`src/rtl/score_entry.sv`:
```
// score_entry: manual time entry. The operator keys four BCD digits (s.ttt),
// one at a time, at a moving cursor. ENTER converts them to a binary
// millisecond count, most significant digit first, one digit per cycle.
//
// Ports:
//   iCLK, iRST_N     clock, asynchronous active-low reset
//   iDIGIT           digit value written by iLOAD
//   iLOAD            write iDIGIT at the cursor (values above 9 are rejected)
//   iNEXT            move the cursor to the next lower digit, wrapping 0->3
//   iENTER           start a conversion
//   iCLEAR           zero the digits, home the cursor, abort any conversion
//   oDIGITS          {secs, tenths, hundredths, thousandths}
//   oCURSOR          digit being edited, 3=secs .. 0=thousandths
//   oVALUE           last converted value, clamped to MAX_VALUE
//   oVALID           one-cycle pulse when oVALUE updates
//   oBUSY            high while converting
//   oERR             one-cycle pulse on a rejected digit or a clamped result
module score_entry #(
  parameter int unsigned W         = 14,
  parameter int unsigned MAX_VALUE = 9999
) (
  input  logic         iCLK,
  input  logic         iRST_N,
  input  logic [3:0]   iDIGIT,
  input  logic         iLOAD,
  input  logic         iNEXT,
  input  logic         iENTER,
  input  logic         iCLEAR,
  output logic [15:0]  oDIGITS,
  output logic [1:0]   oCURSOR,
  output logic [W-1:0] oVALUE,
  output logic         oVALID,
  output logic         oBUSY,
  output logic         oERR
);

  // Accumulator carries four spare bits so acc*10 + digit never wraps.
  localparam int unsigned AW = W + 4;

  localparam logic [1:0] ST_EDIT    = 2'd0;
  localparam logic [1:0] ST_CONVERT = 2'd1;
  localparam logic [1:0] ST_DONE    = 2'd2;

  localparam logic [AW-1:0] MAX_ACC = AW'(MAX_VALUE);

  logic [1:0]    state_q,  state_d;
  logic [15:0]   digits_q, digits_d;
  logic [1:0]    cursor_q, cursor_d;
  logic [W-1:0]  value_q,  value_d;
  logic          valid_q,  valid_d;
  logic          busy_q,   busy_d;
  logic          err_q,    err_d;
  logic [AW-1:0] acc_q,    acc_d;
  logic [1:0]    idx_q,    idx_d;

  logic [3:0]    digit_sel;
  logic [AW-1:0] acc_mul;

  // Multiply-by-ten as a shift-and-add, then fold in the current digit.
  always_comb begin
    digit_sel = digits_q[{idx_q, 2'b00} +: 4];
    acc_mul   = (acc_q << 3) + (acc_q << 1) + AW'(digit_sel);
  end

  // Next-state and output logic.
  always_comb begin
    state_d  = state_q;
    digits_d = digits_q;
    cursor_d = cursor_q;
    value_d  = value_q;
    valid_d  = 1'b0;
    busy_d   = busy_q;
    err_d    = 1'b0;
    acc_d    = acc_q;
    idx_d    = idx_q;

    case (state_q)
      ST_EDIT: begin
        if (iENTER) begin
          state_d = ST_CONVERT;
          acc_d   = '0;
          idx_d   = 2'd3;
          busy_d  = 1'b1;
        end else begin
          // Load targets the current cursor even when iNEXT moves it this edge.
          if (iLOAD) begin
            if (iDIGIT <= 4'd9) begin
              for (int i = 0; i < 4; i++) begin
                if (cursor_q == 2'(i)) digits_d[i*4 +: 4] = iDIGIT;
              end
            end else begin
              err_d = 1'b1;
            end
          end
          if (iNEXT) cursor_d = cursor_q - 2'd1;
        end
      end
      ST_CONVERT: begin
        acc_d = acc_mul;
        idx_d = idx_q - 2'd1;
        if (idx_q == 2'd0) begin
          state_d = ST_DONE;
          busy_d  = 1'b0;
          valid_d = 1'b1;
          if (acc_mul > MAX_ACC) begin
            value_d = W'(MAX_VALUE);
            err_d   = 1'b1;
          end else begin
            value_d = W'(acc_mul);
          end
        end
      end
      ST_DONE: begin
        state_d = ST_EDIT;
      end
      default: begin
        state_d = ST_EDIT;
        busy_d  = 1'b0;
      end
    endcase

    // Clear wins over everything; an aborted conversion leaves oVALUE alone.
    if (iCLEAR) begin
      state_d  = ST_EDIT;
      digits_d = '0;
      cursor_d = 2'd3;
      valid_d  = 1'b0;
      busy_d   = 1'b0;
      err_d    = 1'b0;
      acc_d    = '0;
      idx_d    = 2'd3;
      value_d  = value_q;
    end
  end

  // State and output registers.
  always_ff @(posedge iCLK or negedge iRST_N) begin
    if (!iRST_N) begin
      state_q  <= ST_EDIT;
      digits_q <= '0;
      cursor_q <= 2'd3;
      value_q  <= '0;
      valid_q  <= 1'b0;
      busy_q   <= 1'b0;
      err_q    <= 1'b0;
      acc_q    <= '0;
      idx_q    <= 2'd3;
    end else begin
      state_q  <= state_d;
      digits_q <= digits_d;
      cursor_q <= cursor_d;
      value_q  <= value_d;
      valid_q  <= valid_d;
      busy_q   <= busy_d;
      err_q    <= err_d;
      acc_q    <= acc_d;
      idx_q    <= idx_d;
    end
  end

  assign oDIGITS = digits_q;
  assign oCURSOR = cursor_q;
  assign oVALUE  = value_q;
  assign oVALID  = valid_q;
  assign oBUSY   = busy_q;
  assign oERR    = err_q;

endmodule

```
`config.mk`:
```
export PLATFORM = sky130hd
export DESIGN_NAME = score_entry
export DESIGN_NICKNAME = d
export VERILOG_FILES = /design/src/rtl/score_entry.sv
export SDC_FILE = /design/constraint.sdc
export NUM_CORES = 1
export LEC_CHECK = 0
export ABC_AREA = 0
export BUFFER_PORTS_ARGS = -buffer_cell sky130_fd_sc_hd__buf_4
export CAP_MARGIN = 20
export CORE_ASPECT_RATIO = 0.5
export CORE_UTILIZATION = 55
export DETAILED_ROUTE_END_ITERATION = 16
export GPL_TIMING_DRIVEN = 1
export HOLD_SLACK_MARGIN = 0.05
export PLACE_DENSITY = 0.76
export SKIP_LAST_GASP = 1
export SYNTH_ARGS = -nofsm -noshare
export SYNTH_HDL_FRONTEND = slang
export SYNTH_SLANG_ARGS = --single-unit
```
`constraint.sdc`:
```
create_clock -name iCLK -period 12.6 [get_ports iCLK]
set_input_delay 0.63 -clock iCLK [delete_from_list [all_inputs] [get_ports iCLK]]
set_output_delay 0.63 -clock iCLK [all_outputs]
set_load 0.05 [all_outputs]
```
# ---- Word-level counts from Yosys, hierarchy flattened
# Cells that the tools add are included.
dict set report word_totals {
  ff_bits 56
  latch_bits 0
  mem_bits_rw 0
  mem_bits_ro 0
  in_bits 10
  out_inout_bits 35
  elab_cells 88
  n_memories 0
}
dict set report classes {
  n_addsub 4
  mul 0
  n_div 0
  n_lt_le_gt_ge 2
  eq_ne 9
  n_shift 1
  n_mux 38
  bitwise_logic 1
  reduce_logical 21
}
# operator count
set op_table {}
lappend op_table {{$mux W16} 5}
lappend op_table {{$mux W17} 2}
lappend op_table {{$pmux W17 S2} 1}
lappend op_table {{$reduce_and A5 Y1} 4}
lappend op_table {{$add A18 B18 Y18} 1}
lappend op_table {{$add A18 B4 Y18} 1}
lappend op_table {{$gt A18 B14 Y1 const B} 1}
lappend op_table {{$mux W2} 9}
lappend op_table {{$mux W4} 4}
lappend op_table {{$reduce_bool A2 Y1} 8}
lappend op_table {{$shiftx A16 B5 Y4} 1}
lappend op_table {{$mux W14} 1}
lappend op_table {{$mux W1} 12}
lappend op_table {{$reduce_and A3 Y1} 3}
lappend op_table {{$pmux W2 S2} 2}
lappend op_table {{$eq A2 B2 Y1 const B} 3}
lappend op_table {{$logic_not A2 Y1} 3}
lappend op_table {{$ne A3 B3 Y1 const B} 2}
lappend op_table {{$eq A2 B1 Y1 const B} 2}
lappend op_table {{$le A4 B4 Y1 const B} 1}
lappend op_table {{$reduce_and A2 Y1} 2}
lappend op_table {{$sub A2 B1 Y2 const B} 2}
lappend op_table {{$pmux W1 S3} 1}
lappend op_table {{$reduce_bool A3 Y1} 1}
lappend op_table {{other kinds (4)} 4}

# ---- Depth between registers and ports, before layout
# Gate-level depths: netlist of the first run.
dict set report depth {
  ltp_word 7
  depth_mapped 14
  depth_no_buf 12
}

# ---- Worst setup path before layout of the first run
# Ideal clock, no wire load.
dict set report synth_timing {
  path_kind {register -> register}
  startpoint {register idx_q[0]}
  endpoint {register value_q[9] (netlist: oVALUE[9])}
  setup_ns 0.140
  t_arrival_ns 4.033
  required_ns 12.460
  slack_ns 8.428
  stages_incl_launch_ff 14
  n_path_buf 2
  period_less_slack_ns 4.172
  cell_sequence {dfstp_2 -> clkbuf_1 -> mux4_2 -> ha_1 -> ha_1 -> fa_1 -> a211oi_2 -> nor2_1 -> xor2_1 -> or4_1 -> a311o_1 -> a2111oi_4 -> buf_6 -> a21oi_1}
}
dict set report synth_between {
  elab_chain_len 4
  word_cells_on_any_way 6
  classes_between {1 x add/sub; 1 x order compare; 1 x shift; 1 x mux; 2 x reduce/logical}
}
# item line_no
set synth_lines {}
lappend synth_lines {{start: declaration} 54} ;# logic [1:0] idx_q, idx_d;
lappend synth_lines {{start signal: assignment} 157} ;# idx_q <= idx_d;
lappend synth_lines {{$shiftx A16 B5 Y4} 61} ;# digit_sel = digits_q[{idx_q, 2'b00} +: 4];
lappend synth_lines {{$add A18 B4 Y18} 62} ;# acc_mul = (acc_q << 3) + (acc_q << 1) + AW'(digit_sel);
lappend synth_lines {{$gt A18 B14 Y1} 105} ;# if (acc_mul > MAX_ACC) begin
lappend synth_lines {{$mux W14} 105}
lappend synth_lines {{end signal: assignment} 152} ;# value_q <= value_d;
lappend synth_lines {{end: declaration} 49} ;# logic [W-1:0] value_q, value_d;
# Parallel ways exist; a longest one is shown, timed or not.
# A chain may end at the register's enable or synchronous reset.

# ---- Final worst setup path of the first run
# Ends and elaborated chain as after synthesis.

==> out/qor.yml, run 1 <==
worst_setup_path:
  end_kind: "flop"
  cp.required_ns: 12.75
  path_max_fanout: 11
  cp.buffers_inverters: 0
  arrival_ns: 4.67
  crit_type: "flop to flop"
  crit_chain: "mux4_2, ha_1, ha_1, fa_1, a211oi_2, o211ai_1, a41oi_1, xnor2_1, a311o_1, a2111oi_4, a21oi_1"
  path_common_cell: "ha_1"
  max_stage_delay_ns: 0.67
  crit_path_top_delay_cell: "a2111oi_4"
  cp_top_family: "compound AO/OA/AOI/OAI gates"
  start_kind: "flop"
timing:
  drv_slew: 0
  period_minus_slack_ns: 4.52
  fin_worst_skew_ns: 0.00561
  period_share: 0.359
  slew_headroom: 0.537
  rsz0062_at_grt: "no"
  setup_tns_ns: 0
  tightestPinTransition_ns: 0.695
  setup_violations: 0
  hold_viol: 0
  fmax_mhz: 221
grt:
  use_met1: 0.334
  busiest_layer: "met2"
  use_met2: 0.423
  grt_pass1_wl_um: 12700
  grt_usage: 0.250
  grt_overflow_total: 0
  met3_usage: 0.0460
  grt_pass1_vias: 2637
  grt_antenna_before_repair: 0
  grt_max_degree: 57
yosys:
  synth-main-ff-cell: "dfrtp_1"
  synthTopCellsByArea: "dfrtp_1 (38%), ha_1 (13%), mux2_2 (5.2%)"
  synth_top_area_cell: "dfrtp_1"
  async_flop_share: 1.00
  yosysSeqAreaShare: 0.408
  yosysWarnings: 0
  netlist-cell-type-count: 53
  avgSynthCellArea_sq_um: 10.6
  synth_area_sq_um: 3450
  synth_top_area_share: 0.377
  yosys_register_bits: 56
  synth_fp_nets: 371
  synth_edf_count: 0
  synthCells: 324
routing:
  drc_errors: 0
  avgRoutedWirePerCell_um: 16.6
  drt_iter0_drc: 125
  postRouteAntennaNets: 0
  first_pass_iters: 5
  drt_wl_total_um: 7500
  vias: 2654
  viasPerCell: 5.88
floorplan:
  rows: 19
  start_util: 0.599
  die_area_sq_um: 6610
  io_pins: 45
  coreArea_sq_um: 5750
  chipWidth_um: 114
  die_h_um: 58.0
placement:
  hpwlAfterDp_um: 5630
  gp_congestion: 0.866
  postPlaceCellArea_sq_um: 3830
  portBuffers: 44
power_and_ir_drop:
  combPwrFrac: 0.215
  switching_share: 0.309
  power_frac_seq: 0.464
  p_clk_frac: 0.322
  peakVddDrop_mv: 0.0774
  p_switching_mw: 0.133
  p_leak_nw: 2.04
  power_density_nw_per_um2: 108
  p_int_mw: 0.296
layout:
  drive_above_1_share: 0.221
  fin_nets: 413
  area_growth_pct: 15.2
  n_antenna_cell: 0
  stdcell_area_sq_um: 3970
clock_tree:
  cts_sinks: 56
  cts_buffers: 5
  cts.clk_slew.worst_paths_ns: 0.07
  cts_tree: "done"
  cts_resized: 0
  h-tree-depth: 2
  root_buffer: "clkbuf_16"
  postCtsHoldBufs: 0
  clk_latency_ns: 0.29
  post_cts_buffers: 0
  cts_buffer_depth: 2
job:
  max_cap_violations: 0
min_path:
  hp-class: "input port to asynchronous set/reset pin"
status:
  outcome: "completed"
==> synthesized netlist by cell type (4+ instances only) <==
cell and instances:
dfrtp_1 52, ha_1 35, a21oi_1 25, nand2_1 24, nor2_1 23, inv_1 18
o21ai_0 18, mux2_2 16, a22o_1 14, xnor2_1 8, o211ai_1 7, a211oi_1 6
clkbuf_1 6, nor2b_1 6, xor2_1 5, a21o_1 4, dfstp_2 4, mux4_2 4
==> final timing paths <==
check | endpoint | from | slack [ns] | depth (start not counted)
worst min-delay path | acc_q[16]$_DFFE_PN0P_ | iRST_N | 0.37 | 1
max in group asynchronous | oVALID$_DFF_PN0_ | iRST_N | 11.76 | 1
worst max register to register | oVALUE[9]$_DFFE_PN0P_ | idx_q[0]$_DFFE_PN1P_ | 8.08 | 11
worst min register to register | acc_q[15]$_DFFE_PN0P_ | acc_q[15]$_DFFE_PN0P_ | 0.50 | 2
min in group iCLK | acc_q[15]$_DFFE_PN0P_ | acc_q[15]$_DFFE_PN0P_ | 0.50 | 2
worst max-delay path | oVALUE[9]$_DFFE_PN0P_ | idx_q[0]$_DFFE_PN1P_ | 8.08 | 11
==> state kept, by name, indices dropped and copies added (netlist names) <==
register	cells
idx_q	2
oVALID	1
acc_q	17
oERR	1
oVALUE	14
oDIGITS	16
state_q	2
oCURSOR	2
oBUSY	1
==> layout make-up <==
type | instances | area (sq um)
Fill cell | 436 | 1780
Clock buffer | 7 | 133
Tap cell | 84 | 105
Multi-Input combinational cell | 239 | 1910
Clock inverter | 1 | 8.76
Timing Repair Buffer | 45 | 338
Sequential cell | 56 | 1410
Inverter | 19 | 71.3
==> kinds of logic (layout without fill, tap and decap cells) <==
family,count (synthesis),in the layout,synth area share
flops,56,56,0.408
simple gates,68,68,0.0911
buf+inv,29,72,0.0381
compound gates,99,99,0.207
xor+xnor,13,13,0.0330
fa+ha+maj,37,37,0.139
mux,22,22,0.0842
==> power by group through the flow <==
stage	registers (mW)	logic (mW)	clock network, mW
3_5_place_dp	0.202	0.0924	0
6_report	0.199	0.0920	0.138
3_3_place_gp	0.202	0.0896	0
2_1_floorplan	0.227	0.0369	0
5_1_grt	0.200	0.0989	0.146
4_1_cts	0.199	0.0930	0.141
==> metal layers <==
layer / up-vias / part of all wire
met1: 1292 / 0.47
li1: 1285 / -
met4: 0 / 0.012
met2: 69 / 0.47
met5: - / 0
met3: 8 / 0.053
==> layout by cell type (no fill, tap or decap), types with 3 or more instances in the layout <==
master	count
a211oi_1	6
a21o_1	4
a21oi_1	25
a22o_1	14
and3_1	3
buf_4	45
clkbuf_16	5
dfrtp_1	52
dfstp_2	4
ha_1	35
inv_1	18
mux2_2	16
mux4_2	4
nand2_1	24
nor2_1	23
nor2b_1	6
o211ai_1	7
o21a_1	3
o21ai_0	18
xnor2_1	8
xor2_1	5
==> metrics by stage <==
| step | hold slack [ns] | util | worst slack [ns] | std cells | total power, mW |
|---|---|---|---|---|---|
| final | 0.365 | 0.690 | 8.08 | 451 | 0.429 |
| after global routing | 0.426 | 0.690 | 7.83 | 451 | 0.445 |
| after CTS | 0.412 | 0.690 | 8.08 | 451 | 0.433 |
| after detailed placement | 0.486 | 0.666 | 8.10 | 443 | 0.294 |
| after global placement | 0.487 | 0.666 | 8.25 | 443 | 0.291 |
| after floorplan | 0.334 | - | 8.43 | 324 | 0.264 |
No activity file was read; power rests on OpenSTA's default activity.
==> run 2, diff against run 1 <==
- ABC_AREA: 0 -> 1
- clock period: 12.6 -> 4.3 ns (I/O delays scaled with it)
==> out/qor.yml, run 2 <==
timing:
  setup_tns_ns: 0
  fin_hold_ws_ns: 0.163
  slew_headroom: 0.398
  period_share: 0.852
  period_minus_slack_ns: 3.66
  rsz0062_at_grt: "no"
  fmax_mhz: 273
  tightestPinTransition_ns: 0.900
  fin_worst_skew_ns: 0.00685
  drv_slew: 0
  setup_violations: 0
  hold_viol: 0
  fin_ws_ns: 0.635
routing:
  drc_errors: 0
  viasPerCell: 5.06
  drt_wl_total_um: 7960
  drt_iter0_drc: 161
  first_pass_iters: 4
  vias: 3067
  avgRoutedWirePerCell_um: 13.1
  postRouteAntennaNets: 0
yosys:
  yosysSeqAreaShare: 0.385
  synth-main-ff-cell: "dfrtp_1"
  synthAdderAreaFrac: 0.131
  synth_top_family_by_area: "simple AND/OR/NAND/NOR gates"
  yosysMostFrequentCell: "nand2_1"
  synth_fp_nets: 518
  synthTopCellsByArea: "dfrtp_1 (36%), nand2_1 (14%), ha_1 (12%)"
  synth.area.mux_share: 0.0370
  synth_top_area_share: 0.356
  synth_top_area_cell: "dfrtp_1"
  yosys_register_bits: 56
  netlist-cell-type-count: 34
  synthCells: 471
  async_flop_share: 1.00
  synth-compound-area-share: 0.0894
  synth_area_sq_um: 3650
  yosysWarnings: 0
  synth.cells.most_frequent: "nand2_1 (137), inv_1 (66), dfrtp_1 (52), nor2_1 (45), ha_1 (35)"
  synth_edf_count: 0
  avgSynthCellArea_sq_um: 7.75
  synth_xor_xnor_area_share: 0.0117
  yosys.area_share.simple: 0.267
worst_setup_path:
  path_max_fanout: 15
  cp.required_ns: 4.54
  start_kind: "flop"
  r2r-end: "oVALUE[11]$_DFFE_PN0P_"
  r2r_start: "idx_q[0]$_DFFE_PN1P_"
  end_kind: "flop"
  crit_type: "flop to flop"
  r2r_slack_ns: 0.64
  setup.worst_path.end: "oVALUE[11]$_DFFE_PN0P_"
  crit_start: "idx_q[0]$_DFFE_PN1P_"
  rr_worst_depth: 19
  arrival_ns: 3.90
placement:
  place_inst: 597
  gp_congestion: 0.900
  postPlaceCellArea_sq_um: 4060
  hpwlAfterDp_um: 6160
  dp_slack_ns: 0.731
  portBuffers: 44
min_path:
  hp-class: "input port to flop"
  min_from: "iCLEAR"
clock_tree:
  clk_latency_ns: 0.29
  cts_tree: "done"
  cts_buffer_depth: 2
  h-tree-depth: 2
  cts_sinks: 56
  cts.clk_slew.worst_paths_ns: 0.07
  cts_buffers: 5
  postCtsHoldBufs: 1
  post_cts_buffers: 0
  cts_resized: 0
  root_buffer: "clkbuf_16"
floorplan:
  die_area_sq_um: 6990
  start_util: 0.586
  die_h_um: 59.6
  chipWidth_um: 117
  io_pins: 45
  rows: 20
  coreArea_sq_um: 6230
layout:
  multiInputGateArea_sq_um: 1960
  area_growth_pct: 15.5
  final_cell_count_no_fill: 606
  regMostFlops: "acc_q"
  final_common_cell: "nand2_1"
  fin_nets: 564
  drive_above_1_share: 0.168
  n_antenna_cell: 0
  nFillCells: 542
  largest_reg_flops: 17
  seqCellArea_sq_um: 1410
  utilization: 0.677
  final_cell_mix: "nand2_1 (137), inv_1 (66), dfrtp_1 (52)"
  stdcell_area_sq_um: 4220
power_and_ir_drop:
  p_switching_mw: 0.681
  switching_share: 0.397
  peakVddDrop_mv: 0.227
  p_int_mw: 1.03
  power_density_nw_per_um2: 407
  combPwrFrac: 0.379
  p_leak_nw: 2.43
  p_clk_frac: 0.231
  power_frac_seq: 0.390
  p_total_mw: 1.71
grt:
  grt_antenna_before_repair: 0
  grt_pass1_wl_um: 13400
  grt_usage: 0.258
  grt_overflow_total: 0
  grt_max_degree: 57
  grt_pass1_vias: 2838
status:
  outcome: "completed"
job:
  max_cap_violations: 0
run 2: cell count changes after synthesis, moves of 5 or more:
| cell | previous run | this run |
|---|---|---|
| nor2_2 | 0 | 9 |
| o21ai_0 | 18 | 23 |
| a22o_1 | 14 | 8 |
| inv_1 | 18 | 66 |
| a211oi_1 | 6 | 0 |
| nor2b_1 | 6 | 0 |
| xnor2_1 | 8 | 2 |
| a21oi_1 | 25 | 15 |
| nor2_1 | 23 | 45 |
| o211ai_1 | 7 | 1 |
| nand3_1 | 2 | 27 |
| nand2_1 | 24 | 137 |
run 2: final cells by class:
type | count | area share
inverter | 67 | 0.0597
tap | 88 | 0.0261
clock inverter | 1 | 0.00208
timing repair buffer | 46 | 0.0825
sequential | 56 | 0.334
clock buffer | 7 | 0.0315
multi-input combinational | 341 | 0.465
run 2: critical path: stages (launching register included):
cell	delay, ns
dfstp_2	0.66
inv_1	0.13
o21ai_0	0.17
o22ai_1	0.09
ha_1	0.28
ha_1	0.25
fa_1	0.45
nand2_1	0.11
nand2_2	0.08
nand3_1	0.11
nand2_1	0.09
nand2_1	0.09
nand3_1	0.07
nand2_1	0.11
nand2_1	0.08
nor2_2	0.17
nand3_2	0.32
inv_1	0.23
nand2_1	0.07
nand2_1	0.06
run 2: worst min-delay path by stage:
| stage | end | slack, ns | cells past startpoint |
|---|---|---|---|
| final | oERR$_DFF_PN0_ | 0.16 | 2 |
| after floorplan | acc_q[0]$_DFFE_PN0P_ | -0.08 | 0 |
| after detailed placement | acc_q[16]$_DFFE_PN0P_ | 0.31 | 1 |
| after global placement | acc_q[15]$_DFFE_PN0P_ | 0.31 | 1 |
| after CTS | oERR$_DFF_PN0_ | 0.16 | 2 |
| after global routing | oERR$_DFF_PN0_ | 0.16 | 2 |
run 2: metal layers:
layer / global-route usage / up-vias / routed length (um)
li1: - / 1598 / -
met1: 0.356 / 1407 / 3910
met2: 0.427 / 58 / 3650
met3: 0.0521 / 4 / 361
met4: 0.0488 / 0 / 34
met5: 0 / - / 0
run 2: cells by family after synthesis:
family | Yosys count
simple gates | 233
buf+inv | 74
flops | 56
compound gates | 55
fa+ha+maj | 37
mux | 12
xor+xnor | 4
run 2: power groups by stage:
| stage | Sequential, mW | Clock, mW | Combinational (mW) |
|---|---|---|---|
| floorplan | 0.857 | 0 | 0.282 |
| global placement | 0.677 | 0 | 0.644 |
| detailed placement | 0.678 | 0 | 0.652 |
| CTS | 0.670 | 0.402 | 0.655 |
| global route | 0.682 | 0.429 | 0.713 |
| finish | 0.669 | 0.397 | 0.649 |
==> run 3, diff against run 2 <==
- CTS_BUF_LIST: default -> sky130_fd_sc_hd__clkbuf_4
- MAX_ROUTING_LAYER: default -> met4
==> out/qor.yml, run 3 (synthesis gave the netlist of run 2 again) <==
status:
  outcome: "completed"
layout:
  regMostFlops: "acc_q"
  area_growth_pct: 13.5
  final_cell_count_no_fill: 607
  largest_reg_flops: 17
  seqCellArea_sq_um: 1410
  final_cell_mix: "nand2_1 (137), inv_1 (66), dfrtp_1 (52)"
  drive_above_1_share: 0.171
  n_antenna_cell: 0
  utilization: 0.665
  stdcell_area_sq_um: 4150
  multiInputGateArea_sq_um: 1960
  final_common_cell: "nand2_1"
  nFillCells: 557
  fin_nets: 565
clock_tree:
  h-tree-depth: 2
  cts_tree: "done"
  cts_resized: 0
  cts_buffers: 5
  cts_buffer_depth: 2
  clk_latency_ns: 0.39
  postCtsHoldBufs: 2
  cts_sinks: 56
  post_cts_buffers: 0
  cts.clk_slew.worst_paths_ns: 0.16
  root_buffer: "clkbuf_4"
min_path:
  hp-class: "input port to flop"
timing:
  slew_headroom: 0.420
  drv_slew: 0
  rsz0062_at_grt: "no"
  period_minus_slack_ns: 3.63
  period_share: 0.845
  setup_tns_ns: 0
  fmax_mhz: 275
  fin_worst_skew_ns: 0.0187
  setup_violations: 0
  tightestPinTransition_ns: 0.867
  hold_viol: 0
placement:
  portBuffers: 44
  hpwlAfterDp_um: 6160
  place_inst: 597
  postPlaceCellArea_sq_um: 4060
  gp_congestion: 0.915
worst_setup_path:
  cp.buffers_inverters: 2
  end_kind: "flop"
  cp.required_ns: 4.64
  path_common_cell: "nand2_1"
  cp_top_family: "simple AND/OR/NAND/NOR gates"
  start_kind: "flop"
  crit_type: "flop to flop"
  path_max_fanout: 15
  crit_path_top_delay_cell: "dfstp_2"
  arrival_ns: 3.97
  crit_chain: "inv_1, o21ai_0, o22ai_1, ha_1, ha_1, fa_1, nand2_1, nand2_2, nand3_1, nand2_1, nand2_1, nand3_1, nand2_1, nand2_1, nor2_2, nand3_2, inv_1, nand2_1, nand2_1"
  max_stage_delay_ns: 0.68
routing:
  postRouteAntennaNets: 0
  drc_errors: 0
  viasPerCell: 5.10
  drt_wl_total_um: 7780
  vias: 3095
  first_pass_iters: 4
  avgRoutedWirePerCell_um: 12.8
  drt_iter0_drc: 136
job:
  max_cap_violations: 0
grt:
  grt_usage: 0.257
  grt_pass1_wl_um: 13100
  grt_antenna_before_repair: 0
  grt_max_degree: 57
  grt_overflow_total: 0
  grt_pass1_vias: 2839
floorplan:
  coreArea_sq_um: 6230
  die_h_um: 59.6
  chipWidth_um: 117
  start_util: 0.586
  io_pins: 45
  die_area_sq_um: 6990
  rows: 20
power_and_ir_drop:
  p_leak_nw: 2.40
  power_density_nw_per_um2: 376
  peakVddDrop_mv: 0.239
  p_total_mw: 1.56
-- run 3: cell types whose count changed in the layout (fill, tap and decap cells not counted) --
cell	previous run	this run
clkbuf_4	0	7
dlygate4sd3_1	1	2
clkbuf_1	2	0
clkbuf_16	5	0
-- run 3: worst paths after layout --
check | start | end | slack (ns) | cells after the start
worst max-delay path | idx_q[0]$_DFFE_PN1P_ | oVALUE[11]$_DFFE_PN0P_ | 0.67 | 19
worst min-delay path | iENTER | state_q[0]$_DFFE_PN0P_ | 0.06 | 3
worst max register to register | idx_q[0]$_DFFE_PN1P_ | oVALUE[11]$_DFFE_PN0P_ | 0.67 | 19
worst min register to register | oVALUE[4]$_DFFE_PN0P_ | oVALUE[4]$_DFFE_PN0P_ | 0.50 | 2
max in group asynchronous | iRST_N | acc_q[4]$_DFFE_PN0P_ | 3.43 | 2
min in group asynchronous | iRST_N | acc_q[12]$_DFFE_PN0P_ | 0.40 | 2
-- run 3: cell type report --
type	count	share of cell area
tap	88	0.0266
multi-input combinational	341	0.472
sequential	56	0.339
clock inverter	1	0.00211
timing repair buffer	47	0.0863
clock buffer	7	0.0127
inverter	67	0.0607
-- run 3: worst reg2reg max path: cells and delay by family (launching register included) --
family / cells / cell delay [ns]
DFF: 1 / 0.68
AOI/OAI and AO/OA: 2 / 0.26
and+or+nand+nor: 12 / 1.32
buffers and inverters: 2 / 0.36
adders and majority gates: 3 / 0.97
-- run 3: layer usage --
metal	part of all wire	vias up	global-route usage
met3	0.051	4	0.0491
met5	0	-	-
li1	-	1601	-
met4	0.0050	0	0.0380
met2	0.44	67	0.406
met1	0.50	1423	0.355
-- run 3: where the power goes --
| part | internal [mW] | switching, mW |
|---|---|---|
| Combinational | 0.212 | 0.437 |
| Clock | 0.0788 | 0.164 |
| Sequential | 0.604 | 0.0622 |
-- run 3: through the flow --
step	setup WS (ns)	hold slack (ns)
4_1_cts	0.701	0.0565
3_5_place_dp	0.731	0.306
6_report	0.667	0.0641
2_1_floorplan	1.05	-0.0806
5_1_grt	0.302	0.0627
3_3_place_gp	0.837	0.311
